==> src/rtl/lsu_pkg.sv <==
// lsu_pkg: shared size encodings, FSM state type and byte-mask helper for the LSU memory master
//
// Contents:
//   SZ_B / SZ_H / SZ_W  access size encodings (3 is reserved)
//   state_t             master FSM states
//   size_mask(size)     unshifted byte-enable pattern for a size; the reserved size maps to a full word
package lsu_pkg;

    localparam logic [1:0] SZ_B = 2'd0;
    localparam logic [1:0] SZ_H = 2'd1;
    localparam logic [1:0] SZ_W = 2'd2;

    typedef enum logic [1:0] {S_IDLE, S_ISSUE, S_WAIT, S_RESP} state_t;

    function automatic logic [3:0] size_mask(input logic [1:0] size);
        return size == SZ_B ? 4'b0001 : size == SZ_H ? 4'b0011 : 4'b1111;
    endfunction

endpackage

==> src/rtl/lsu_load_align.sv <==
// lsu_load_align: right-aligns a RAM read word to the byte offset and sign/zero-extends it to the access size
//
// Ports:
//   rdata  in   DATA_W        raw word from RAM
//   off    in   log2(DATA_W/8) byte offset inside the word
//   size   in   2             access size (SZ_B/SZ_H/SZ_W; reserved size treated as word)
//   uns    in   1             zero-extend when 1, sign-extend when 0
//   data   out  DATA_W        aligned, extended load result
module lsu_load_align import lsu_pkg::*; #(
    parameter int DATA_W = 32
) (
    input  logic [DATA_W-1:0]             rdata,
    input  logic [$clog2(DATA_W/8)-1:0]   off,
    input  logic [1:0]                    size,
    input  logic                          uns,
    output logic [DATA_W-1:0]             data
);

    logic [DATA_W-1:0] rd;

    assign rd = rdata >> {off, 3'b000};

    always_comb data = size == SZ_B ? {{(DATA_W-8){~uns & rd[7]}}, rd[7:0]}
                     : size == SZ_H ? {{(DATA_W-16){~uns & rd[15]}}, rd[15:0]}
                     : rd;

endmodule

==> src/rtl/lsu_mem_master.sv <==
// lsu_mem_master: single-outstanding load/store initiator between the execute stage and the data RAM
//
// Optional feature: define LSU_MISALIGN_CHECK_EN to reject misaligned half/word accesses and the reserved
// size without touching RAM (respErr=1, respRdata=0). Without it respErr is constant 0 and misaligned
// accesses go out with a truncated mask/shift.
//
// Ports:
//   clock, reset                 posedge clock, asynchronous active-high reset
//   reqValid/reqReady            request handshake (reqReady high only while idle)
//   reqWrite, reqAddr, reqWdata  store flag, byte address, LSB-aligned store data
//   reqSize, reqUnsigned         0=byte 1=half 2=word 3=reserved; zero-extend loads when set
//   respValid/respReady          response handshake, response held until accepted
//   respRdata, respErr           extended load data (0 for stores), access error
//   memValid, memWriteEnable     one-cycle RAM strobe and write qualifier
//   memWriteAddr, memReadAddr    word-aligned address
//   memWriteData, memWriteMask   lane-shifted store data and byte mask
//   memReadData                  registered RAM read data
module lsu_mem_master import lsu_pkg::*; #(
    parameter int ADDR_W      = 32,
    parameter int DATA_W      = 32,
    parameter int MEM_LATENCY = 1
) (
    input  logic                  clock,
    input  logic                  reset,
    input  logic                  reqValid,
    output logic                  reqReady,
    input  logic                  reqWrite,
    input  logic [ADDR_W-1:0]     reqAddr,
    input  logic [DATA_W-1:0]     reqWdata,
    input  logic [1:0]            reqSize,
    input  logic                  reqUnsigned,
    output logic                  respValid,
    input  logic                  respReady,
    output logic [DATA_W-1:0]     respRdata,
    output logic                  respErr,
    output logic                  memValid,
    output logic                  memWriteEnable,
    output logic [ADDR_W-1:0]     memWriteAddr,
    output logic [ADDR_W-1:0]     memReadAddr,
    output logic [DATA_W-1:0]     memWriteData,
    output logic [DATA_W/8-1:0]   memWriteMask,
    input  logic [DATA_W-1:0]     memReadData
);

    localparam int MW = DATA_W / 8;
    localparam int OW = $clog2(MW);
    localparam int CW = MEM_LATENCY > 1 ? $clog2(MEM_LATENCY) : 1;

    state_t            state, state_n;
    logic [CW-1:0]     cnt, cnt_n;
    logic [OW-1:0]     off, off_q, off_n;
    logic [1:0]        size_q, size_n;
    logic              uns_q, uns_n, write_q, write_n, err_q, err_n, bad;
    logic              req_ready_n, resp_valid_n, resp_err_n, mem_valid_n, mem_we_n;
    logic [DATA_W-1:0] resp_rdata_n, wdata_n, load_data;
    logic [ADDR_W-1:0] addr_n;
    logic [MW-1:0]     mask_n;

    assign off         = reqAddr[OW-1:0];
    assign memReadAddr = memWriteAddr;

`ifdef LSU_MISALIGN_CHECK_EN
    assign bad = reqSize == 2'd3 || (reqSize == SZ_H && reqAddr[0]) || (reqSize == SZ_W && off != '0);
`else
    assign bad = 1'b0;
`endif

    lsu_load_align #(.DATA_W(DATA_W)) u_align (
        .rdata (memReadData),
        .off   (off_q),
        .size  (size_q),
        .uns   (uns_q),
        .data  (load_data)
    );

    always_comb begin
        state_n      = state;
        cnt_n        = cnt;
        off_n        = off_q;
        size_n       = size_q;
        uns_n        = uns_q;
        write_n      = write_q;
        err_n        = err_q;
        req_ready_n  = reqReady;
        resp_valid_n = respValid;
        resp_rdata_n = respRdata;
        resp_err_n   = respErr;
        mem_valid_n  = memValid;
        mem_we_n     = memWriteEnable;
        addr_n       = memWriteAddr;
        wdata_n      = memWriteData;
        mask_n       = memWriteMask;
        case (state)
            S_IDLE: if (reqValid) begin
                state_n     = S_ISSUE;
                req_ready_n = 1'b0;
                mem_valid_n = ~bad;
                mem_we_n    = reqWrite & ~bad;
                addr_n      = {reqAddr[ADDR_W-1:OW], OW'(0)};
                wdata_n     = reqWdata << {off, 3'b000};
                mask_n      = MW'(size_mask(reqSize)) << off;
                off_n       = off;
                size_n      = reqSize;
                uns_n       = reqUnsigned;
                write_n     = reqWrite;
                err_n       = bad;
            end
            // Rejected accesses skip the RAM wait and answer straight away.
            S_ISSUE: begin
                mem_valid_n  = 1'b0;
                mem_we_n     = 1'b0;
                state_n      = err_q ? S_RESP : S_WAIT;
                cnt_n        = CW'(MEM_LATENCY - 1);
                resp_valid_n = err_q;
                resp_err_n   = err_q;
                resp_rdata_n = '0;
            end
            S_WAIT: if (cnt == '0) begin
                state_n      = S_RESP;
                resp_valid_n = 1'b1;
                resp_rdata_n = write_q ? '0 : load_data;
            end else begin
                cnt_n = cnt - 1'b1;
            end
            S_RESP: if (respReady) begin
                state_n      = S_IDLE;
                resp_valid_n = 1'b0;
                resp_err_n   = 1'b0;
                req_ready_n  = 1'b1;
            end
            default: state_n = S_IDLE;
        endcase
    end

    always_ff @(posedge clock or posedge reset) begin
        if (reset) begin
            state          <= S_IDLE;
            cnt            <= '0;
            off_q          <= '0;
            size_q         <= '0;
            uns_q          <= 1'b0;
            write_q        <= 1'b0;
            err_q          <= 1'b0;
            reqReady       <= 1'b1;
            respValid      <= 1'b0;
            respRdata      <= '0;
            respErr        <= 1'b0;
            memValid       <= 1'b0;
            memWriteEnable <= 1'b0;
            memWriteAddr   <= '0;
            memWriteData   <= '0;
            memWriteMask   <= '0;
        end else begin
            state          <= state_n;
            cnt            <= cnt_n;
            off_q          <= off_n;
            size_q         <= size_n;
            uns_q          <= uns_n;
            write_q        <= write_n;
            err_q          <= err_n;
            reqReady       <= req_ready_n;
            respValid      <= resp_valid_n;
            respRdata      <= resp_rdata_n;
            respErr        <= resp_err_n;
            memValid       <= mem_valid_n;
            memWriteEnable <= mem_we_n;
            memWriteAddr   <= addr_n;
            memWriteData   <= wdata_n;
            memWriteMask   <= mask_n;
        end
    end

endmodule

==> config.mk <==
export PLATFORM = sky130hd
export DESIGN_NAME = lsu_mem_master
export DESIGN_NICKNAME = d
export VERILOG_FILES = /design/src/rtl/lsu_pkg.sv /design/src/rtl/lsu_load_align.sv /design/src/rtl/lsu_mem_master.sv
export SDC_FILE = /design/constraint.sdc
export NUM_CORES = 1
export LEC_CHECK = 0
export CORE_UTILIZATION = 34
export CTS_CLUSTER_DIAMETER = 200
export DETAILED_ROUTE_END_ITERATION = 12
export HOLD_SLACK_MARGIN = 0.05
export MAX_ROUTING_LAYER = met4
export PLACE_DENSITY = 0.74
export SLEW_MARGIN = 10
export SYNTH_ARGS = -nofsm -noshare
export SYNTH_HDL_FRONTEND = slang
export SYNTH_SLANG_ARGS = --single-unit
==> constraint.sdc <==
create_clock -name clock -period 6.81 [get_ports clock]
set_clock_uncertainty 0.05 [all_clocks]
set_input_delay 1.362 -clock clock [delete_from_list [all_inputs] [get_ports clock]]
set_output_delay 1.362 -clock clock [all_outputs]
set_load 0.05 [all_outputs]
### Word level (Yosys, flattened, before mapping)

Index checks and enable logic that the tools add are counted.

| storage, ports and cells | value |
|---|---|
| logic and storage cells | 69 |
| register bits after elaboration | 112 |
| bits in latches | 0 |
| bits in writable memories | 0 |
| ROM bits | 0 |
| output and inout bits | 137 |
| memories kept | 0 |

| cells by class | value |
|---|---|
| bitwise logic cells | 3 |
| div/mod/pow operators | 0 |
| shift operators | 3 |
| $mul | 0 |
| multiplexer cells | 24 |
| equality and inequality tests | 8 |
| reductions and logical operators | 15 |
| order comparisons | 0 |
| $add $sub $neg | 1 |

Operator list:

| kind | count |
|---|---|
| $mux 32 | 4 |
| $pmux 32 s2 | 1 |
| $shl 32x5->32 | 1 |
| $shr 32x5->32 | 1 |
| $pmux 1 s2 | 5 |
| $reduce_and 3->1 | 3 |
| $mux 4 | 2 |
| $pmux 2 s4 | 1 |
| $reduce_and 2->1 | 4 |
| $reduce_bool 2->1 | 4 |
| $mux 1 | 7 |
| $eq 2x1->1 const B | 3 |
| $logic_not 2->1 | 3 |
| $mux 2 | 3 |
| $ne 2x2->1 const B | 3 |
| $eq 2x2->1 const B | 2 |
| $shl 4x2->4 | 1 |
| $pmux 1 s3 | 1 |
| $reduce_bool 3->1 | 1 |
| $and 1x1->1 | 2 |
| $not 1->1 | 1 |
| $sub 1x1->1 const B | 1 |

### Depth between registers and ports, before layout

Gate-level depths: netlist (run 1).

| depth | value |
|---|---|
| depth in word-level cells | 7 |
| depth in mapped cells | 8 |

### Modules after synthesis

Synthesis (run 1) repeated with hierarchy kept, for this count alone.

| unflattened totals | value |
|---|---|
| cell total of the unflattened synthesis | 569 |
| area, all modules | 5,612.9 sq um |

Modules (own cells, without submodules):

| module | cells an instance | sequential area each (sq um) | instances | area each (sq um) |
|---|---|---|---|---|
| lsu_mem_master | 455 | 2,753.9 | 1 | 4,892.2 |
| lsu_load_align | 114 | 0.0 | 1 | 720.7 |

### Worst setup path after synthesis (run 1)

No wires, ideal clock.

| timing path | value |
|---|---|
| path type | input -> register |
| start point | in memReadData[31] |
| end point | reg respRdata[24] |
| cell stages on the path | 4 |
| data arrival time | 2,331 ps |
| path buffers | 1 |
| library setup time | 143 ps |
| slack | 4,286 ps |
| data required time | 6,617 ps |
| cells stage by stage | mux4_2 o211ai_4 buf_6 o221ai_1 |

| between the ends | value |
|---|---|
| cells in the longest elaborated chain, start to end | 7 |
| elaborated cells between the ends (all ways) | 8 |

Ends and longest elaborated chain:

| element | RTL line | text |
|---|---|---|
| from (decl) | lsu_mem_master.sv:42 | `input logic [DATA_W-1:0] memReadData` |
| $shr 32x5->32 * | lsu_load_align.sv:21 | `assign rd = rdata >> {off, 3'b000};` |
| $and 1x1->1 | lsu_load_align.sv:24 | `: size == SZ_H ? {{(DATA_W-16){~uns & rd[15]}}, rd[15:0]}` |
| $mux 32 | lsu_load_align.sv:24 |  |
| $mux 32 * | lsu_load_align.sv:23 | `always_comb data = size == SZ_B ? {{(DATA_W-8){~uns & rd[7]}}, rd[7:0]}` |
| $mux 32 * | lsu_mem_master.sv:121 | `resp_rdata_n = write_q ? '0 : load_data;` |
| $mux 32 * | lsu_mem_master.sv:118 | `S_WAIT: if (cnt == '0) begin` |
| $pmux 32 s2 * | lsu_mem_master.sv:93 | `case (state)` |
| to (signal assigned) | lsu_mem_master.sv:163 | `respRdata <= resp_rdata_n;` |
| to (decl) | lsu_mem_master.sv:34 | `output logic [DATA_W-1:0] respRdata,` |

Every way passes the cells marked *; elsewhere a longest branch is shown, timed or not. The select of a mux whose other input is x is not followed.
A chain may end at the register's enable or synchronous reset.

### Worst setup path after layout (run 1)

| timing path | value |
|---|---|
| start point | in reqValid |
| end point | reg memWriteData[2] |

| between the ends | value |
|---|---|
| cells in the longest elaborated chain, start to end | 1 |

Ends and longest elaborated chain:

| element | RTL line | text |
|---|---|---|
| from (decl) | lsu_mem_master.sv:25 | `input logic reqValid,` |
| $reduce_and 2->1 (no line) | - |  |
| to (signal assigned) | lsu_mem_master.sv:168 | `memWriteData <= wdata_n;` |
| to (decl) | lsu_mem_master.sv:40 | `output logic [DATA_W-1:0] memWriteData,` |

Every way passes these cells.

==> flow_summary.yaml, run 1 <==
clock_tree:
  h-tree-depth: 3
  path_clk_slew_ps: 80
  clock_path_buffers: 2
  postCtsSetupBuffers: 0
  root_buffer: "clkbuf_16"
  ctsResizeCount: 0
  cts.sinks: 110
  ctsHoldBuffers: 0
  cts_made_buffers: 9
  cts_tree: "done"
  clkLatencyLatePin_ps: 350
floorplanning:
  start_util_pct: 34.6
  die_y_um: 129
  coreArea_sq_um: 15800
  num_rows: 46
  die_w_um: 129
  pin_count: 241
  die-area_sq_um: 16600
synth:
  ys_types: 39
  syn-cell-area_sq_um: 5480
  synth_warnings: 0
  synth-seq-cells: 110
  ys_seq_area_share_pct: 50.3
  syn_avg_cell_area_sq_um: 11.7
  postSynthCellCount: 467
setup_path:
  rr_startpoint: "state[1]"
  crit_fanout: 85
  crit_type: "in2reg"
  worst_setup_path_end_kind: "flip-flop"
  required_ps: 7050
  cp-startpoint: "reqValid"
  cp-start-kind: "input port"
  crit_arrival_ps: 3480
run_status:
  status: "finished, final reports clean"
route:
  vias_per_cell: 5.04
  routedWlPerCell_um: 17.6
  drt-initial-drc-count: 243
  dr_total_vias: 4408
  post-route-drc-count: 0
  wirelength_mm: 15.4
  drtAntennaViolNets: 0
  drt-pass1-iter-count: 4
power:
  max-vdd-ir-drop_mv: 0.279
  total_leakage_power_nw: 3.48
  power_density_nw_per_um2: 580
run:
  drv_cap: 0
placed_design:
  dp_hpwl_mm: 11.6
  place_congestion: 0.863
  dpl.cell_count: 858
  placed_area_sq_um: 7730
  portBuffers: 235
sta:
  fmax_mhz: 308
  max_slew_margin_pct: 25.0
  hold_violations: 0
  layout_min_cycle_time_ps: 3250
  worst_pin_slew_ps: 1130
  fin_setup_tns_ps: 0
  rsz0062_at_grt: "no"
  setup_violations: 0
  finalCritPeriodShare_pct: 47.7
  slew_viol_final: 0
final_layout:
  area_delta_synth_final_pct: 46.7
  antennaDiodeCount: 0
  nets: 761
  instances_no_fill: 874
  fill_cells: 1419
  multiInputGateArea_sq_um: 2230
  final_area_sq_um: 8030
  register_area_sq_um: 2750
  drive_gt1_share_pct: 11.4
grt:
  grt_max_degree: 86
  grt_pass1_wl_mm: 23.9
  grt_pass1_vias: 4458
  overflow: 0
  antenna_found_initial: 0
  track_usage_pct: 19.3
worst_hold_path:
  worstHoldStart: "memWriteMask[2]"
  hold_class: "reg2reg"
==> layout by cell type, fill, tap and decap left out, types with 4 or more instances in the layout <==
cell type / n
clkdlybuf4s50_1: 235
dfrtp_1: 109
mux2i_1: 49
mux2_2: 46
nand2_1: 41
o221ai_1: 23
inv_1: 21
o21ai_0: 20
a2bb2oi_1: 15
nor2b_1: 13
a22o_1: 11
clkbuf_16: 9
a211o_1: 7
a32o_1: 7
conb_1: 5
nor2_1: 4
ha_1: 4
buf_4: 4
==> path summary, 6_finish.rpt <==
check | to | slack (ps) | depth (start not counted)
min reg2reg | memWriteMask[2] | 440 | 1
max reg2reg | memWriteData[2] | 4290 | 5
max in group asynchronous | memWriteData[8] | 4070 | 3
min in group asynchronous | memReadAddr[16] | 1370 | 2
max | memWriteData[2] | 3560 | 4
min | memWriteMask[2] | 440 | 1
==> flip-flops by register name, indices dropped and copies added (netlist names) <==
| signal | cells |
|---|---|
| memWriteData | 32 |
| respRdata | 32 |
| memReadAddr | 30 |
| memWriteMask | 4 |
| off_q | 2 |
| size_q | 2 |
| state | 2 |
| memValid | 1 |
| memWriteEnable | 1 |
| reqReady | 1 |
| respValid | 1 |
| uns_q | 1 |
| write_q | 1 |
==> layer usage <==
metal | GRT usage [%] | part of all wire (%)
met3 | 4.12 | 6.0
met2 | 32.0 | 52
met4 | 7.47 | 2.5
met1 | 22.9 | 40
met5 | - | 0
==> critical path, cell delays in order <==
cell and delay (ps):
clkdlybuf4s50_1 610, nand2_4 520, nor3_2 670, a22o_1 220
==> area by class of cell <==
class | instances | area share, %
Inverter | 22 | 1.06
Tap cell | 216 | 3.36
Multi-Input combinational cell | 271 | 27.8
Sequential cell | 110 | 34.3
Clock buffer | 10 | 2.97
Clock inverter | 6 | 0.857
Timing Repair Buffer | 239 | 29.7
==> kinds of logic (layout without fill, tap and decap cells) <==
kind of cell	count (synthesis)	count (layout)	share of synthesized area, %
flip-flops	110	110	50.3
AO/OA/AOI/OAI	98	98	14.3
multiplexers	97	97	19.2
buffers and inverters	90	277	9.30
AND/OR/NAND/NOR	67	67	5.87
adder cells (fa/ha/maj)	4	4	0.914
other	1	5	0.0685
==> stage by stage <==
step | setup WS, ps | hold WS, ps | power [mW] | utilization, %
finish | 3560 | 438 | 4.66 | 50.8
CTS | 3560 | 442 | 4.70 | 50.8
global route | 3350 | 462 | 4.87 | 50.8
global placement | 3300 | 412 | 4.09 | 48.8
detailed placement | 3180 | 425 | 4.14 | 48.8
floorplan | 2500 | 422 | 3.27 | -
==> synthesized netlist by cell type <==
master	n	area [sq um]
a211o_1	7	61.3
dfstp_2	1	26.3
ha_1	4	50.1
dfrtp_1	109	2730
buf_2	13	65.1
o221ai_1	23	201
nor2b_1	13	81.3
nor2_1	4	15.0
and3b_1	1	8.76
mux2_2	46	518
nor3_1	1	5.00
nand3b_1	3	22.5
clkbuf_2	1	5.00
a32oi_1	1	8.76
buf_1	1	3.75
o21a_1	2	15.0
mux4_2	2	45.0
o32a_1	1	10.0
a2bb2oi_1	15	131
a21oi_1	3	15.0
a32o_1	7	70.1
a211oi_1	2	15.0
clkbuf_1	13	48.8
or2_2	1	6.26
buf_6	1	11.3
nor3_2	1	10.0
o211a_1	1	10.0
o211ai_4	1	21.3
a21o_1	2	15.0
a22o_1	11	96.3
nand4b_2	1	15.0
o21ai_0	20	100
inv_1	22	82.6
nand2_1	42	158
buf_4	39	293
o31ai_1	1	7.51
o21ai_1	1	5.00
mux2i_1	49	490
conb_1	1	3.75
==> report_power, final <==
group | leakage, nW | internal [mW] | switching [mW]
logic | 1.93 | 1.02 | 1.89
registers | 1.40 | 0.954 | 0.247
clock network | 0.149 | 0.298 | 0.250
Power figures use the tool's default switching activity.
==> run 2, diff against run 1 <==
- clock period: 6.81 -> 3 ns (I/O delays scaled with it)
==> run 2 against run 1 <==
Cell area rose by 1.7%; global-route usage barely moved; critical path depth rose by 1; count of clock-buffer cells in the layout rose by 1; cell count rose by 1.3%; register-to-register slack got worse by 3700 ps; via count fell by 0.43%.
==> flow_summary.yaml, run 2 (same netlist as run 1, synthesis figures left out) <==
run_status:
  status: "finished, final reports clean"
clock_tree:
  cts.sinks: 110
  path_clk_slew_ps: 70
  clock_path_buffers: 2
  h-tree-depth: 3
  root_buffer: "clkbuf_16"
  clkLatencyLatePin_ps: 350
  ctsResizeCount: 0
  ctsHoldBuffers: 0
  cts_made_buffers: 9
  cts_tree: "done"
  postCtsSetupBuffers: 0
sta:
  layout_min_cycle_time_ps: 2380
  max_slew_margin_pct: 46.2
  worst_pin_slew_ps: 805
  slew_viol_final: 0
  fmax_mhz: 420
  rsz0062_at_grt: "no"
  setup_violations: 0
  finalCritPeriodShare_pct: 79.4
  fin_setup_tns_ps: 0
  hold_violations: 0
power:
  power_density_nw_per_um2: 1310
  max-vdd-ir-drop_mv: 0.705
  power_mw: 10.7
  total_leakage_power_nw: 3.54
grt:
  overflow: 0
  grt_pass1_vias: 4550
  antenna_found_initial: 1
  grt_pass1_wl_mm: 24.0
  track_usage_pct: 19.3
  grt_max_degree: 40
setup_path:
  required_ps: 3210
  crit_path_cell_trace: "inv_1, ha_1, and3b_1, nand3b_1, o221ai_1"
  worst_setup_path_end_kind: "flip-flop"
  crit_buf_inv: 1
  crit_arrival_ps: 2590
  crit_type: "reg2reg"
  slowest_delay_ps: 620
  cp-start-kind: "flip-flop"
  cp_top_family: "simple AND/OR/NAND/NOR gates"
  crit_fanout: 14
  cp_slowest_cell: "and3b_1"
worst_hold_path:
  hold_class: "reg2reg"
floorplanning:
  num_rows: 46
  die-area_sq_um: 16600
  die_w_um: 129
  pin_count: 241
  start_util_pct: 34.6
  coreArea_sq_um: 15800
  die_y_um: 129
final_layout:
  fin_util_pct: 51.6
  nets: 771
  area_delta_synth_final_pct: 49.2
  most-common-layout-cells: "235 x clkdlybuf4s50_1, 109 x dfrtp_1, 49 x mux2i_1, 46 x mux2_2, 41 x nand2_1"
  layout_commonest_cell: "clkdlybuf4s50_1"
  drive_gt1_share_pct: 12.6
  fill_cells: 1367
route:
  vias_per_cell: 4.96
  wirelength_mm: 15.5
  drt-initial-drc-count: 266
  drtAntennaViolNets: 0
  drt-pass1-iter-count: 4
  routedWlPerCell_um: 17.5
  post-route-drc-count: 0
  dr_total_vias: 4389
run:
  drv_cap: 0
placed_design:
  place_congestion: 0.823
  portBuffers: 235
  dp_hpwl_mm: 11.9
[run 2: changes by cell type in the layout (fill, tap and decap cells not counted), sizes merged]
cell | previous run | this run
buf | 4 | 14
clkbuf | 10 | 11
clkinv | 2 | 1
bufinv | 1 | 2
diode | 0 | 1
clkinvlp | 1 | 2
inv | 24 | 22
[run 2: per-layer routing]
metal / up-vias / global-route usage, % / wire length, um
li1: 2035 / - / -
met1: 2160 / 22.2 / 6190
met2: 172 / 32.5 / 7920
met3: 22 / 5.57 / 1090
met4: 0 / 6.02 / 325
met5: - / - / 0
[run 2: worst paths after layout]
check,start,depth (start not counted),endpoint,slack [ps]
worst max-delay path,state[0],5,respRdata[27],620
worst min-delay path,memWriteMask[2],1,memWriteMask[2],430
worst max register to register,state[0],5,respRdata[27],620
worst min register to register,memWriteMask[2],1,memWriteMask[2],430
max in group asynchronous,reset,3,reqReady,1580
min in group asynchronous,reset,2,memWriteData[19],610
[run 2: power breakdown]
group,switching (mW),internal (mW)
clock,0.533,0.757
sequential,0.503,2.17
combinational,4.38,2.35
total,5.42,5.28
[run 2: through the flow]
stage               worst slack (ps)  cells  hold slack, ps  area, sq um
CTS                              605    884             440         8160
global route                     415    885             453         8170
global placement                 653    868             416         7840
detailed placement               599    868             424         7840
finish                           618    885             435         8170
floorplan                       1020    471             422         5490
[run 2: cell type report]
type | instances | area [sq um] | area share, %
Tap cell | 216 | 270 | 3.31
Multi-Input combinational cell | 271 | 2230 | 27.4
Clock inverter | 5 | 81.3 | 0.996
Antenna cell | 1 | 2.50 | 0.0306
Timing Repair Buffer | 249 | 2490 | 30.5
Sequential cell | 110 | 2750 | 33.7
Inverter | 22 | 86.3 | 1.06
Clock buffer | 11 | 243 | 2.97
==> run 3, diff against run 2 <==
- clock period: 3 -> 2.33 ns (I/O delays scaled with it)
==> run 3 against run 2 <==
Clock power grew 31%; non-clock buffer count grew 3; via count grew 0.57%; combinational power grew 31%; global-route usage is essentially flat; worst setup slack lost 490 ps; sequential share of layout area shrank 0.27 points; largest cell class unchanged; largest power group unchanged.
==> flow_summary.yaml, run 3 (same netlist as run 1, synthesis figures left out) <==
grt:
  track_usage_pct: 19.4
  overflow: 0
  grt_max_degree: 75
  grt_pass1_vias: 4523
  antenna_found_initial: 0
  grt_pass1_wl_mm: 23.9
power:
  max-vdd-ir-drop_mv: 1.02
  power_density_nw_per_um2: 1690
  total_leakage_power_nw: 3.58
  p_comb_share_pct: 63.3
  pwr-share-clk_pct: 12.2
  power.switching_mw: 7.01
  intPower_mw: 6.88
  p_sw_share_pct: 50.5
  seqPwrFrac_pct: 24.6
final_layout:
  fill_cells: 1380
  most-common-layout-cells: "235 x clkdlybuf4s50_1, 109 x dfrtp_1, 49 x mux2i_1, 46 x mux2_2, 41 x nand2_1"
  nets: 774
  layout_commonest_cell: "clkdlybuf4s50_1"
  antennaDiodeCount: 0
  drive_gt1_share_pct: 13.1
  area_delta_synth_final_pct: 50.3
sta:
  slew_viol_final: 0
  setup_violations: 0
  fin_setup_tns_ps: 0
  setup_ws_ps: 129
  fmax_mhz: 454
  max_slew_margin_pct: 61.6
  hold_violations: 0
  layout_min_cycle_time_ps: 2200
  rsz0062_at_grt: "no"
  finalCritPeriodShare_pct: 94.4
  worst_pin_slew_ps: 575
  whs_ps: 430
placed_design:
  portBuffers: 235
  place_worst_setup_slack_ps: 153
  place_congestion: 0.831
  dp_hpwl_mm: 11.8
route:
  routedWlPerCell_um: 17.6
  drt-pass1-iter-count: 5
  drt-initial-drc-count: 258
  wirelength_mm: 15.6
  vias_per_cell: 4.98
  post-route-drc-count: 0
  drtAntennaViolNets: 0
  dr_total_vias: 4414
clock_tree:
  ctsHoldBuffers: 0
  h-tree-depth: 3
  cts_tree: "done"
  root_buffer: "clkbuf_16"
  postCtsSetupBuffers: 0
  path_clk_slew_ps: 70
  ctsResizeCount: 0
  clock_path_buffers: 2
  cts.sinks: 110
  cts_made_buffers: 9
  clkLatencyLatePin_ps: 350
floorplanning:
  coreArea_sq_um: 15800
  die_w_um: 129
  num_rows: 46
  pin_count: 241
  die-area_sq_um: 16600
  start_util_pct: 34.6
  die_y_um: 129
setup_path:
  crit_path_cell_trace: "clkdlybuf4s50_1"
  crit_buf_inv: 1
  crit_fanout: 3
  crit_type: "reg2out"
  crit_arrival_ps: 1680
  worst_setup_path_end_kind: "output pin"
  required_ps: 1810
  cp_top_family: "buffers and inverters"
  cp_slowest_cell: "clkdlybuf4s50_1"
  cp-start-kind: "flip-flop"
  slowest_delay_ps: 800
worst_hold_path:
  hold_class: "reg2reg"
run:
  drv_cap: 0
run_status:
  status: "finished, final reports clean"
==> run 3: changes by cell type in the layout (fill, tap and decap cells not counted) <==
cell,before,now
buf_12,3,6
clkbuf_1,1,0
clkinv_2,1,0
clkinv_4,0,1
clkinvlp_4,2,3
diode_2,1,0
==> run 3: worst register-to-register path: cells and delay by family (launching register included) <==
kind / cells / cell delay (ps)
simple gates: 2 / 730
flops: 1 / 400
fa+ha+maj: 1 / 300
compound gates: 1 / 280
buf+inv: 1 / 90
==> run 3: cell type report <==
cell class | instances | area (sq um) | area share, %
clock inverter | 6 | 92.6 | 1.12
timing repair buffer | 252 | 2550 | 31.0
tap | 216 | 270 | 3.28
clock buffer | 10 | 239 | 2.90
inverter | 22 | 86.3 | 1.05
sequential | 110 | 2750 | 33.5
multi-input combinational | 271 | 2230 | 27.1
==> run 3: worst paths after layout <==
kind / start / slack (ps) / depth (start not counted) / endpoint
worst max-delay path: reqReady / 130 / 1 / reqReady
worst min register to register: memWriteMask[2] / 430 / 1 / memWriteMask[2]
worst min-delay path: memWriteMask[2] / 430 / 1 / memWriteMask[2]
max in group asynchronous: reset / 1300 / 3 / respRdata[22]
min in group asynchronous: reset / 510 / 3 / memWriteData[31]
worst max register to register: state[0] / 400 / 5 / respRdata[28]
==> run 3: power groups by stage <==
stage / logic (mW) / registers, mW / clock network, mW
detailed placement: 8.80 / 3.45 / 0
global route: 9.19 / 3.52 / 1.82
finish: 8.79 / 3.41 / 1.69
floorplan: 3.45 / 6.11 / 0
global placement: 8.68 / 3.40 / 0
CTS: 8.83 / 3.42 / 1.74
==> run 3: metrics by stage <==
| stage | instances | area [sq um] | utilization (%) | power (mW) |
|---|---|---|---|---|
| CTS | 887 | 8230 | 52.0 | 14.0 |
| floorplan | 471 | 5490 | - | 9.56 |
| global placement | 871 | 7900 | 49.9 | 12.1 |
| global route | 887 | 8230 | 52.0 | 14.5 |
| detailed placement | 871 | 7900 | 49.9 | 12.2 |
| finish | 887 | 8230 | 52.0 | 13.9 |
==> run 3: routing by layer <==
| layer | vias to the layer above | track usage (%) | wire [um] |
|---|---|---|---|
| met2 | 168 | 31.6 | 7920 |
| met3 | 25 | 4.74 | 988 |
| met1 | 2183 | 23.1 | 6290 |
| li1 | 2038 | - | - |
| met4 | 0 | 7.54 | 362 |
| met5 | - | - | 0 |
